===== src/rtl/pacman_pkg.sv =====
// Shared definitions for the Pac-Man mover: direction codes, screen and
// sprite geometry, and the evaluation FSM state encoding.
package pacman_pkg;

   localparam logic [1:0] DIR_UP    = 2'b00;
   localparam logic [1:0] DIR_DOWN  = 2'b01;
   localparam logic [1:0] DIR_LEFT  = 2'b10;
   localparam logic [1:0] DIR_RIGHT = 2'b11;

   localparam int SPRITE_PX = 16;
   localparam int SCREEN_W  = 640;
   localparam int SCREEN_H  = 480;

   typedef enum logic [2:0] {
      ST_IDLE   = 3'd0,
      ST_PRQ_A  = 3'd1,
      ST_PRQ_B  = 3'd2,
      ST_PCU_A  = 3'd3,
      ST_PCU_B  = 3'd4,
      ST_COMMIT = 3'd5
   } state_t;

endpackage


===== src/rtl/pacman_corner.sv =====
// Combinational leading-corner calculator.
// Ports:
//   pos_x/pos_y   current sprite top-left position
//   dir           direction being probed
//   corner_sel    0 = first leading corner, 1 = second leading corner
//   probe_x/y     corner coordinate (low bits of the signed result)
//   out_of_range  corner lies off screen (negative, x>639 or y>479)
module pacman_corner
   import pacman_pkg::*;
#(
   parameter int STEP = 2
) (
   input  logic [9:0] pos_x,
   input  logic [8:0] pos_y,
   input  logic [1:0] dir,
   input  logic       corner_sel,
   output logic [9:0] probe_x,
   output logic [8:0] probe_y,
   output logic       out_of_range
);

   localparam logic signed [10:0] STEP_S = 11'(STEP);
   localparam logic signed [10:0] EDGE_S = 11'(SPRITE_PX - 1);
   localparam logic signed [10:0] MAX_X  = 11'(SCREEN_W - 1);
   localparam logic signed [10:0] MAX_Y  = 11'(SCREEN_H - 1);

   logic signed [10:0] x_s, y_s, off_s, px, py;

   always_comb begin
      x_s   = signed'({1'b0, pos_x});
      y_s   = signed'({2'b00, pos_y});
      off_s = corner_sel ? EDGE_S : 11'sd0;
      px    = x_s;
      py    = y_s;
      case (dir)
         DIR_UP:    begin px = x_s + off_s;           py = y_s - STEP_S;          end
         DIR_DOWN:  begin px = x_s + off_s;           py = y_s + EDGE_S + STEP_S; end
         DIR_LEFT:  begin px = x_s - STEP_S;          py = y_s + off_s;           end
         default:   begin px = x_s + EDGE_S + STEP_S; py = y_s + off_s;           end
      endcase
      out_of_range = (px < 11'sd0) || (px > MAX_X) || (py < 11'sd0) || (py > MAX_Y);
      probe_x      = px[9:0];
      probe_y      = py[8:0];
   end

endmodule


===== src/rtl/pacman_mover.sv =====
// Pac-Man sprite mover. Buffers the requested direction and, on each move
// tick, probes the two leading corners of the requested direction against
// the wall map (one corner per cycle); if blocked, falls back to probing the
// current direction, then commits at most one STEP move.
// Ports:
//   clk, rst_n           clock, asynchronous active-low reset
//   tick                 1-cycle move strobe (dropped while busy)
//   dir_valid, dir_req   requested direction load
//   map_x, map_y         registered probe coordinate for the map query
//   map_wall             wall bit for (map_x, map_y), same cycle
//   pos_x, pos_y         sprite position
//   cur_dir              direction of the last successful move
//   moving               last evaluation moved the sprite
//   busy                 evaluation in progress
module pacman_mover
   import pacman_pkg::*;
#(
   parameter int STEP    = 2,
   parameter int START_X = 16,
   parameter int START_Y = 16
) (
   input  logic       clk,
   input  logic       rst_n,
   input  logic       tick,
   input  logic       dir_valid,
   input  logic [1:0] dir_req,
   output logic [9:0] map_x,
   output logic [8:0] map_y,
   input  logic       map_wall,
   output logic [9:0] pos_x,
   output logic [8:0] pos_y,
   output logic [1:0] cur_dir,
   output logic       moving,
   output logic       busy
);

   state_t     state_q, state_d;
   logic [1:0] req_dir_q, req_dir_d;
   logic [1:0] sel_q, sel_d;
   logic [1:0] cur_dir_q, cur_dir_d;
   logic [1:0] cdir_q, cdir_d;
   logic [9:0] pos_x_q, pos_x_d;
   logic [8:0] pos_y_q, pos_y_d;
   logic [9:0] map_x_q, map_x_d;
   logic [8:0] map_y_q, map_y_d;
   logic       moving_q, moving_d;
   logic       oor_q, oor_d;
   logic       blk_q, blk_d;
   logic       ok_q, ok_d;

   logic       blocked_now;
   logic       probing;
   logic [1:0] c_dir;
   logic       c_sel;
   logic [9:0] c_x;
   logic [8:0] c_y;
   logic       c_oor;

   // An off-screen corner counts as a wall regardless of what the map returns.
   assign blocked_now = oor_q | map_wall;

   always_comb begin
      state_d   = state_q;
      req_dir_d = req_dir_q;
      sel_d     = sel_q;
      cur_dir_d = cur_dir_q;
      cdir_d    = cdir_q;
      pos_x_d   = pos_x_q;
      pos_y_d   = pos_y_q;
      moving_d  = moving_q;
      blk_d     = blk_q;
      ok_d      = ok_q;

      if (dir_valid) req_dir_d = dir_req;

      case (state_q)
         ST_IDLE: begin
            if (tick) begin
               sel_d   = req_dir_q;
               state_d = ST_PRQ_A;
            end
         end
         ST_PRQ_A: begin
            blk_d   = blocked_now;
            state_d = ST_PRQ_B;
         end
         ST_PRQ_B: begin
            if (!(blk_q || blocked_now)) begin
               ok_d    = 1'b1;
               cdir_d  = sel_q;
               state_d = ST_COMMIT;
            end else if (sel_q == cur_dir_q) begin
               // Fallback would re-probe the same corners; skip it.
               ok_d    = 1'b0;
               state_d = ST_COMMIT;
            end else begin
               state_d = ST_PCU_A;
            end
         end
         ST_PCU_A: begin
            blk_d   = blocked_now;
            state_d = ST_PCU_B;
         end
         ST_PCU_B: begin
            ok_d    = !(blk_q || blocked_now);
            cdir_d  = cur_dir_q;
            state_d = ST_COMMIT;
         end
         ST_COMMIT: begin
            moving_d = ok_q;
            if (ok_q) begin
               cur_dir_d = cdir_q;
               case (cdir_q)
                  DIR_UP:   pos_y_d = pos_y_q - 9'(STEP);
                  DIR_DOWN: pos_y_d = pos_y_q + 9'(STEP);
                  DIR_LEFT: pos_x_d = pos_x_q - 10'(STEP);
                  default:  pos_x_d = pos_x_q + 10'(STEP);
               endcase
            end
            state_d = ST_IDLE;
         end
         default: state_d = ST_IDLE;
      endcase
   end

   // The probe register is loaded with the corner belonging to the state being
   // entered, so it is stable for the whole probe cycle.
   always_comb begin
      probing = (state_d == ST_PRQ_A) || (state_d == ST_PRQ_B) ||
                (state_d == ST_PCU_A) || (state_d == ST_PCU_B);
      c_dir   = ((state_d == ST_PRQ_A) || (state_d == ST_PRQ_B)) ? sel_d : cur_dir_q;
      c_sel   = (state_d == ST_PRQ_B) || (state_d == ST_PCU_B);
   end

   pacman_corner #(.STEP(STEP)) u_corner (
      .pos_x        (pos_x_q),
      .pos_y        (pos_y_q),
      .dir          (c_dir),
      .corner_sel   (c_sel),
      .probe_x      (c_x),
      .probe_y      (c_y),
      .out_of_range (c_oor)
   );

   always_comb begin
      map_x_d = '0;
      map_y_d = '0;
      oor_d   = 1'b0;
      if (probing) begin
         oor_d = c_oor;
         if (!c_oor) begin
            map_x_d = c_x;
            map_y_d = c_y;
         end
      end
   end

   always_ff @(posedge clk or negedge rst_n) begin
      if (!rst_n) begin
         state_q   <= ST_IDLE;
         req_dir_q <= DIR_RIGHT;
         sel_q     <= DIR_RIGHT;
         cur_dir_q <= DIR_RIGHT;
         cdir_q    <= DIR_RIGHT;
         pos_x_q   <= 10'(START_X);
         pos_y_q   <= 9'(START_Y);
         map_x_q   <= '0;
         map_y_q   <= '0;
         moving_q  <= 1'b0;
         oor_q     <= 1'b0;
         blk_q     <= 1'b0;
         ok_q      <= 1'b0;
      end else begin
         state_q   <= state_d;
         req_dir_q <= req_dir_d;
         sel_q     <= sel_d;
         cur_dir_q <= cur_dir_d;
         cdir_q    <= cdir_d;
         pos_x_q   <= pos_x_d;
         pos_y_q   <= pos_y_d;
         map_x_q   <= map_x_d;
         map_y_q   <= map_y_d;
         moving_q  <= moving_d;
         oor_q     <= oor_d;
         blk_q     <= blk_d;
         ok_q      <= ok_d;
      end
   end

   assign map_x   = map_x_q;
   assign map_y   = map_y_q;
   assign pos_x   = pos_x_q;
   assign pos_y   = pos_y_q;
   assign cur_dir = cur_dir_q;
   assign moving  = moving_q;
   assign busy    = (state_q != ST_IDLE);

endmodule


===== config.mk =====
export PLATFORM = sky130hd
export DESIGN_NAME = pacman_mover
export DESIGN_NICKNAME = d
export VERILOG_FILES = /design/src/rtl/pacman_pkg.sv /design/src/rtl/pacman_corner.sv /design/src/rtl/pacman_mover.sv
export SDC_FILE = /design/constraint.sdc
export NUM_CORES = 1
export LEC_CHECK = 0
export ABC_AREA = 1
export BUFFER_PORTS_ARGS = -buffer_cell sky130_fd_sc_hd__buf_4
export CORE_UTILIZATION = 35
export CTS_CLUSTER_SIZE = 8
export DETAILED_ROUTE_END_ITERATION = 6
export GPL_TIMING_DRIVEN = 0
export PLACE_DENSITY = 0.59
export SLEW_MARGIN = 10
export SYNTH_ARGS = -nofsm -noshare
export SYNTH_HDL_FRONTEND = slang
export SYNTH_HIERARCHICAL = 1
export SYNTH_SLANG_ARGS = --single-unit
export TNS_END_PERCENT = 100

===== constraint.sdc =====
create_clock -name clk -period 3.6 [get_ports clk]
set_clock_uncertainty 0.2 [all_clocks]
set_input_delay 0.36 -clock clk [delete_from_list [all_inputs] [get_ports clk]]
set_output_delay 0.36 -clock clk [all_outputs]
set_load 0.02 [all_outputs]

==> flow_metrics.py, run 1 <==
metrics = {
    "status": {
        "status": "finished clean",
    },
    "cts": {
        "htree_levels": 2,
        "root_buffer": "clkbuf_16",
        "clk_latency_ns": 0.29,
        "numCtsBuffers": 5,
        "cts_tree": "built",
        "clk_path_buf_depth": 2,
        "clkTransAtPathRegs_ns": 0.07,
        "cts_sinks": 51,
    },
    "global_route": {
        "use_met2_pct": 29.1,
        "top_usage_layer": "met2",
        "antenna_found_initial": 0,
        "grt_max_degree": 52,
        "grtUsageMet1_pct": 24.9,
        "grtUsageTotal_pct": 17.7,
        "overflow": 0,
        "grt_pass1_wl_um": 19100,
        "grt_pass1_vias": 4019,
        "use_met3_pct": 2.11,
    },
    "pwr": {
        "leakagePower_nw": 3.16,
        "ir_drop_mv": 0.268,
        "combPwrFrac_pct": 70.2,
        "total_power_mw": 5.11,
        "pwr-share-clk_pct": 10.7,
        "powerDensity_nw_per_um2": 935,
        "p_switching_mw": 2.65,
        "p_int_mw": 2.46,
        "p_sw_share_pct": 51.8,
        "seq_power_share_pct": 19.1,
    },
    "worst_setup_path": {
        "end_kind": "flip-flop",
        "cp-startpoint": "state_q[0]$_DFF_PN0_",
        "crit_family": "simple AND/OR/NAND/NOR gates",
        "slowest_stage": "dfrtp_1",
        "critPathLaunchType": "flip-flop",
        "critical_path_class": "flip-flop to flip-flop",
        "cp_cell_sequence": "nor2_1, nand3_2, o21ai_0, nand2_1, o21ai_1, inv_2, clkbuf_1, nand3_1, nand2_1, inv_2, nand2_2, nand3_2, clkbuf_2, nor2_1, nand2_1, inv_1",
        "r2r-start": "state_q[0]$_DFF_PN0_",
        "critPathBufInv": 5,
        "slowest_delay_ns": 0.42,
        "worst_path_most_repeated_cell": "nand2_1",
        "worstPathArrival_ns": 3.14,
        "crit_required_ns": 3.59,
        "reg2reg_slack_ns": 0.45,
        "critPathMaxFanout": 10,
    },
    "detailed_routing": {
        "drt_iter0_drc": 165,
        "wire_per_inst_um": 11.7,
        "num_vias": 4409,
        "viasPerCell": 4.60,
        "drtPass1Iterations": 5,
        "ant_nets": 0,
        "drc": 0,
        "finalWirelength_um": 11200,
    },
    "final_layout": {
        "final_common_cell": "nand2_1",
        "layout.nets": 823,
        "areaGrowthSynthToFinish_pct": 17.5,
        "num_antenna_cells": 0,
        "regArea_um2": 1290,
        "n_fill_cell": 1405,
        "layout_common_cells": "220 x nand2_1, 114 x inv_1, 74 x nand3_1",
        "layout-drive-gt1-share_pct": 16.7,
        "multi_input_area_um2": 2800,
    },
    "timing": {
        "fmax_mhz": 317,
        "rsz0062_at_grt": "no",
        "period_share_pct": 87.6,
        "period_needed_ns": 3.15,
        "tightestPinTransition_ns": 0.654,
        "drv_slew": 0,
        "setup-tns-final_ns": 0,
        "slew_headroom_pct": 56.4,
        "setup_viol": 0,
        "hold_viol": 0,
    },
    "floorplanning": {
        "placementRows": 41,
        "ios": 49,
        "coreArea_um2": 12800,
        "die_w_um": 117,
        "die_area_um2": 13800,
        "start_util_pct": 36.4,
        "dieHeight_um": 117,
    },
    "placement": {
        "place.gp.congestion": 0.889,
        "dp_hpwl_um": 8630,
        "io_buffers": 46,
    },
    "logic_synthesis": {
        "syn_area_um2": 4650,
        "yosys_warnings": 6,
        "synth_seq_cells": 51,
        "syn_avg_cell_area_um2": 6.50,
        "netlist_instances": 716,
        "ys_seq_area_share_pct": 27.7,
        "yosysUniqueCellTypes": 40,
    },
    "min_path": {
        "min_path_type": "primary input to flip-flop",
        "hp-start": "dir_valid",
    },
    "job": {
        "cap_violations": 0,
    },
}
synth_stat cells:
cell type | instances | area [um^2]
o21ai_0 | 22 | 110
nor3b_2 | 1 | 12.5
o211ai_1 | 1 | 7.51
nor2_8 | 2 | 40.0
nand2_1 | 221 | 830
or2_2 | 4 | 25.0
nor2_4 | 3 | 33.8
a21oi_1 | 24 | 120
nor2_1 | 62 | 233
a31oi_1 | 1 | 6.26
buf_6 | 5 | 56.3
clkinv_1 | 1 | 3.75
nand4_1 | 8 | 50.1
inv_2 | 16 | 60.1
xnor2_1 | 10 | 87.6
o21ai_1 | 6 | 30.0
dfstp_2 | 10 | 263
dfrtp_1 | 41 | 1030
nor3_2 | 1 | 10.0
a221oi_1 | 6 | 52.6
ha_1 | 27 | 338
buf_4 | 3 | 22.5
inv_1 | 114 | 428
nor2_2 | 5 | 31.3
nand2_4 | 1 | 11.3
conb_1 | 1 | 3.75
o22ai_1 | 3 | 18.8
clkbuf_1 | 2 | 7.51
xor2_1 | 9 | 78.8
nand3_1 | 74 | 370
nand3_2 | 4 | 40.0
o211ai_2 | 1 | 12.5
o21ai_2 | 2 | 17.5
nor3_1 | 1 | 5.00
nand2_2 | 7 | 43.8
o221ai_1 | 1 | 8.76
nand3b_1 | 6 | 45.0
inv_4 | 1 | 6.26
buf_2 | 5 | 25.0
fa_1 | 4 | 80.1
worst reg2reg max path: cells and delay by family (launching register included):
family,cells,cell delay (ns)
simple gates,9,1.00
flops,1,0.42
compound gates,2,0.63
buf+inv,5,0.81
cell families (layout without fill, tap and decap cells):
family	Yosys count	after routing	synth area share, %
adders and majority gates	31	31	8.99
buffers and inverters	147	205	13.1
xor gates and xnor gates	19	19	3.58
AOI/OAI and AO/OA	67	67	8.26
other	1	13	0.0806
DFF	51	51	27.7
and+or+nand+nor	400	400	38.3
power by group through the flow:
stage	Sequential [mW]	Clock (mW)	Combinational (mW)
3_5_place_dp	0.990	0	3.51
5_1_grt	1.01	0.587	4.12
3_3_place_gp	0.992	0	3.51
6_report	0.977	0.547	3.58
4_1_cts	0.980	0.564	3.58
2_1_floorplan	1.07	0	2.59
per-stage QoR:
stage	util (%)	setup slack (ns)	instance area, um^2	cells	hold slack, ns
6_report	42.8	0.448	5470	958	0.0600
5_1_grt	42.8	0.0837	5470	958	0.0663
4_1_cts	42.7	0.0382	5460	958	0.0584
3_5_place_dp	41.2	0.0695	5260	946	0.245
3_3_place_gp	41.2	0.0456	5260	946	0.247
2_1_floorplan	-	0.723	4700	728	-0.136
layer usage:
metal  part of all wire [%]  vias up
li1                       -     2360
met1                     51     1979
met2                     45       66
met3                    3.6        4
met4                   0.69        0
met5                      0        -
worst paths after layout:
check | end | cells past startpoint
max in group asynchronous | map_x[4]$_DFF_PN0_ | 2
hold reg to reg | pos_y[4]$_DFFE_PN1P_ | 2
setup / recovery | map_y[7]$_DFF_PN0_ | 16
hold / removal | req_dir_q[1]$_DFFE_PN1P_ | 2
setup reg to reg | map_y[7]$_DFF_PN0_ | 16
min in group asynchronous | pos_y[3]$_DFFE_PN0P_ | 2
registers in the layout, summed over array words and instances (netlist names):
register	cells
blk_q	1
oor_q	1
map_x	10
cdir_q	2
sel_q	2
pos_x	9
req_dir_q	2
ok_q	1
moving	1
cur_dir	2
state_q	3
pos_y	8
map_y	9
repair_timing:
| action | 4_1_cts | 5_1_grt |
|---|---|---|
| hold endpoints to repair | 41 | 0 |
| buffers inserted | 3 | 0 |
| hold buffers | 1 | 0 |
| pin swaps | 1 | 0 |
| setup endpoints to repair | 1 | 19 |
| resized for setup | 0 | 6 |
cell type report:
| cell class | count | area share, % |
|---|---|---|
| Inverter | 132 | 9.11 |
| Clock inverter | 3 | 0.801 |
| Sequential cell | 51 | 23.6 |
| Timing Repair Buffer | 50 | 6.91 |
| Tap cell | 172 | 3.94 |
| Multi-Input combinational cell | 530 | 51.3 |
| Buffer | 15 | 2.06 |
| Clock buffer | 5 | 2.29 |
(Power assumes the default switching activity.)
==> run 2, diff against run 1 <==
--- a/config.mk
+++ b/config.mk
@@ -6,12 +6,14 @@
 export NUM_CORES = 1
 export LEC_CHECK = 0
 export ABC_AREA = 1
+export ABC_CLOCK_PERIOD_IN_PS = 3600
 export BUFFER_PORTS_ARGS = -buffer_cell sky130_fd_sc_hd__buf_4
 export CORE_UTILIZATION = 35
 export CTS_CLUSTER_SIZE = 8
 export DETAILED_ROUTE_END_ITERATION = 6
 export GPL_TIMING_DRIVEN = 0
-export PLACE_DENSITY = 0.59
+export PLACE_DENSITY_LB_ADDON = 0.15
+export RECOVER_POWER = 100
 export SLEW_MARGIN = 10
 export SYNTH_ARGS = -nofsm -noshare
 export SYNTH_HDL_FRONTEND = slang
==> run 2 against run 1 <==
Effect of this change: clock-buffer cell count increased by 1; via count increased by 2.7%; register-to-register slack got worse by 0.06 ns; die area did not move; fmax shrank 1.8%; critical path type unchanged; critical endpoint is now map_y[3]$_DFF_PN0_; largest cell class unchanged.
==> flow_metrics.py, run 2 (synthesis results as in run 1) <==
metrics = {
    "status": {
        "status": "finished clean",
    },
    "placement": {
        "dp.cells": 946,
        "place.gp.congestion": 0.895,
        "dp_hpwl_um": 9130,
        "io_buffers": 46,
    },
    "worst_setup_path": {
        "crit_family": "simple AND/OR/NAND/NOR gates",
        "cp-startpoint": "state_q[0]$_DFF_PN0_",
        "cp_cell_sequence": "nand2_1, nor2_1, inv_1, nand2_2, fa_1, nand3_1, nand3_1, a21oi_1, nor2_1, nor2_1, nand2_1, nand2_2, nand3_2, clkbuf_2, nor2_1, nand2_1, inv_1",
        "worst_path_most_repeated_cell": "nor2_1",
        "critPathBufInv": 3,
        "slowest_stage": "fa_1",
        "critPathLaunchType": "flip-flop",
        "critical_path_class": "flip-flop to flip-flop",
        "worstPathArrival_ns": 3.25,
        "r2r-start": "state_q[0]$_DFF_PN0_",
        "critPathMaxFanout": 12,
        "end_kind": "flip-flop",
        "crit_required_ns": 3.64,
        "slowest_delay_ns": 0.52,
    },
    "global_route": {
        "grt_pass1_vias": 3974,
        "grt_max_degree": 52,
        "antenna_found_initial": 0,
        "grt_pass1_wl_um": 19300,
        "overflow": 0,
        "grtUsageTotal_pct": 18.0,
    },
    "final_layout": {
        "layout_common_cells": "221 x nand2_1, 117 x inv_1, 75 x nand3_1",
        "final_common_cell": "nand2_1",
        "fin_cells": 956,
        "layout-drive-gt1-share_pct": 10.1,
        "num_antenna_cells": 0,
        "largest_reg_flops": 10,
        "layout.nets": 821,
        "areaGrowthSynthToFinish_pct": 13.0,
    },
    "job": {
        "cap_violations": 0,
    },
    "timing": {
        "hold_viol": 0,
        "setup_viol": 0,
        "fmax_mhz": 312,
        "period_needed_ns": 3.21,
        "setup-tns-final_ns": 0,
        "drv_slew": 0,
        "slew_headroom_pct": 15.0,
        "rsz0062_at_grt": "no",
        "tightestPinTransition_ns": 1.27,
        "period_share_pct": 89.1,
    },
    "floorplanning": {
        "die_w_um": 117,
        "dieHeight_um": 117,
        "die_area_um2": 13800,
        "placementRows": 41,
        "ios": 49,
        "coreArea_um2": 12800,
        "start_util_pct": 36.4,
    },
    "pwr": {
        "ir_drop_mv": 0.327,
        "leakagePower_nw": 2.95,
        "powerDensity_nw_per_um2": 960,
    },
    "detailed_routing": {
        "ant_nets": 0,
        "drc": 0,
        "drtPass1Iterations": 5,
        "num_vias": 4529,
        "drt_iter0_drc": 381,
        "finalWirelength_um": 11800,
        "wire_per_inst_um": 12.3,
        "viasPerCell": 4.74,
    },
    "min_path": {
        "min_path_type": "primary input to flip-flop",
        "hp-start": "dir_valid",
    },
    "cts": {
        "clkTransAtPathRegs_ns": 0.07,
        "cts_tree": "built",
        "htree_levels": 2,
        "clk_latency_ns": 0.29,
        "root_buffer": "clkbuf_16",
        "cts_sinks": 51,
        "clk_path_buf_depth": 2,
        "numCtsBuffers": 5,
    },
}
## run 2: timing repair
action / CTS / global route
resized for setup: 0 / 7
hold buffers: 1 / 0
buffers inserted: 0 / 1
setup endpoints to repair: 0 / 20
endpoints found under the hold margin: 41 / 0
## run 2: cell type report
| cell class | count | area (um^2) |
|---|---|---|
| sequential | 51 | 1290 |
| clock inverter | 2 | 37.5 |
| multi-input combinational | 530 | 2760 |
| buffer | 15 | 105 |
| inverter | 132 | 497 |
| clock buffer | 6 | 129 |
| timing repair buffer | 48 | 221 |
| fill | 1407 | 7520 |
| tap | 172 | 215 |
## run 2: worst paths after layout
check | depth (start not counted) | end | slack, ns
max | 17 | map_y[3]$_DFF_PN0_ | 0.39
min | 2 | req_dir_q[0]$_DFFE_PN1P_ | 0.06
max reg2reg | 17 | map_y[3]$_DFF_PN0_ | 0.39
min reg2reg | 2 | blk_q$_DFFE_PN0P_ | 0.30
max in group asynchronous | 2 | map_x[8]$_DFF_PN0_ | 1.75
min in group asynchronous | 2 | map_y[4]$_DFF_PN0_ | 0.69
## run 2: power breakdown
part	switching (mW)	total (mW)	internal, mW
combinational	2.28	3.53	1.25
sequential	0.201	0.967	0.767
clock	0.224	0.552	0.329
## run 2: through the flow
stage	power (mW)	setup WS (ns)	utilization [%]	hold slack, ns	area (um^2)
floorplan	3.67	0.723	-	-0.136	4700
global placement	4.52	0.119	41.2	0.235	5260
detailed placement	4.56	0.0889	41.2	0.247	5260
CTS	5.14	0.0655	42.5	0.0510	5430
global route	5.63	0.0410	41.2	0.0533	5260
finish	5.05	0.391	41.2	0.0557	5260
## run 2: routing by layer
layer  track usage [%]  share of wire, %
met1              25.9                50
met2              28.4                44
met3              2.11               5.2
met4              4.98               1.3
met5                 0                 0
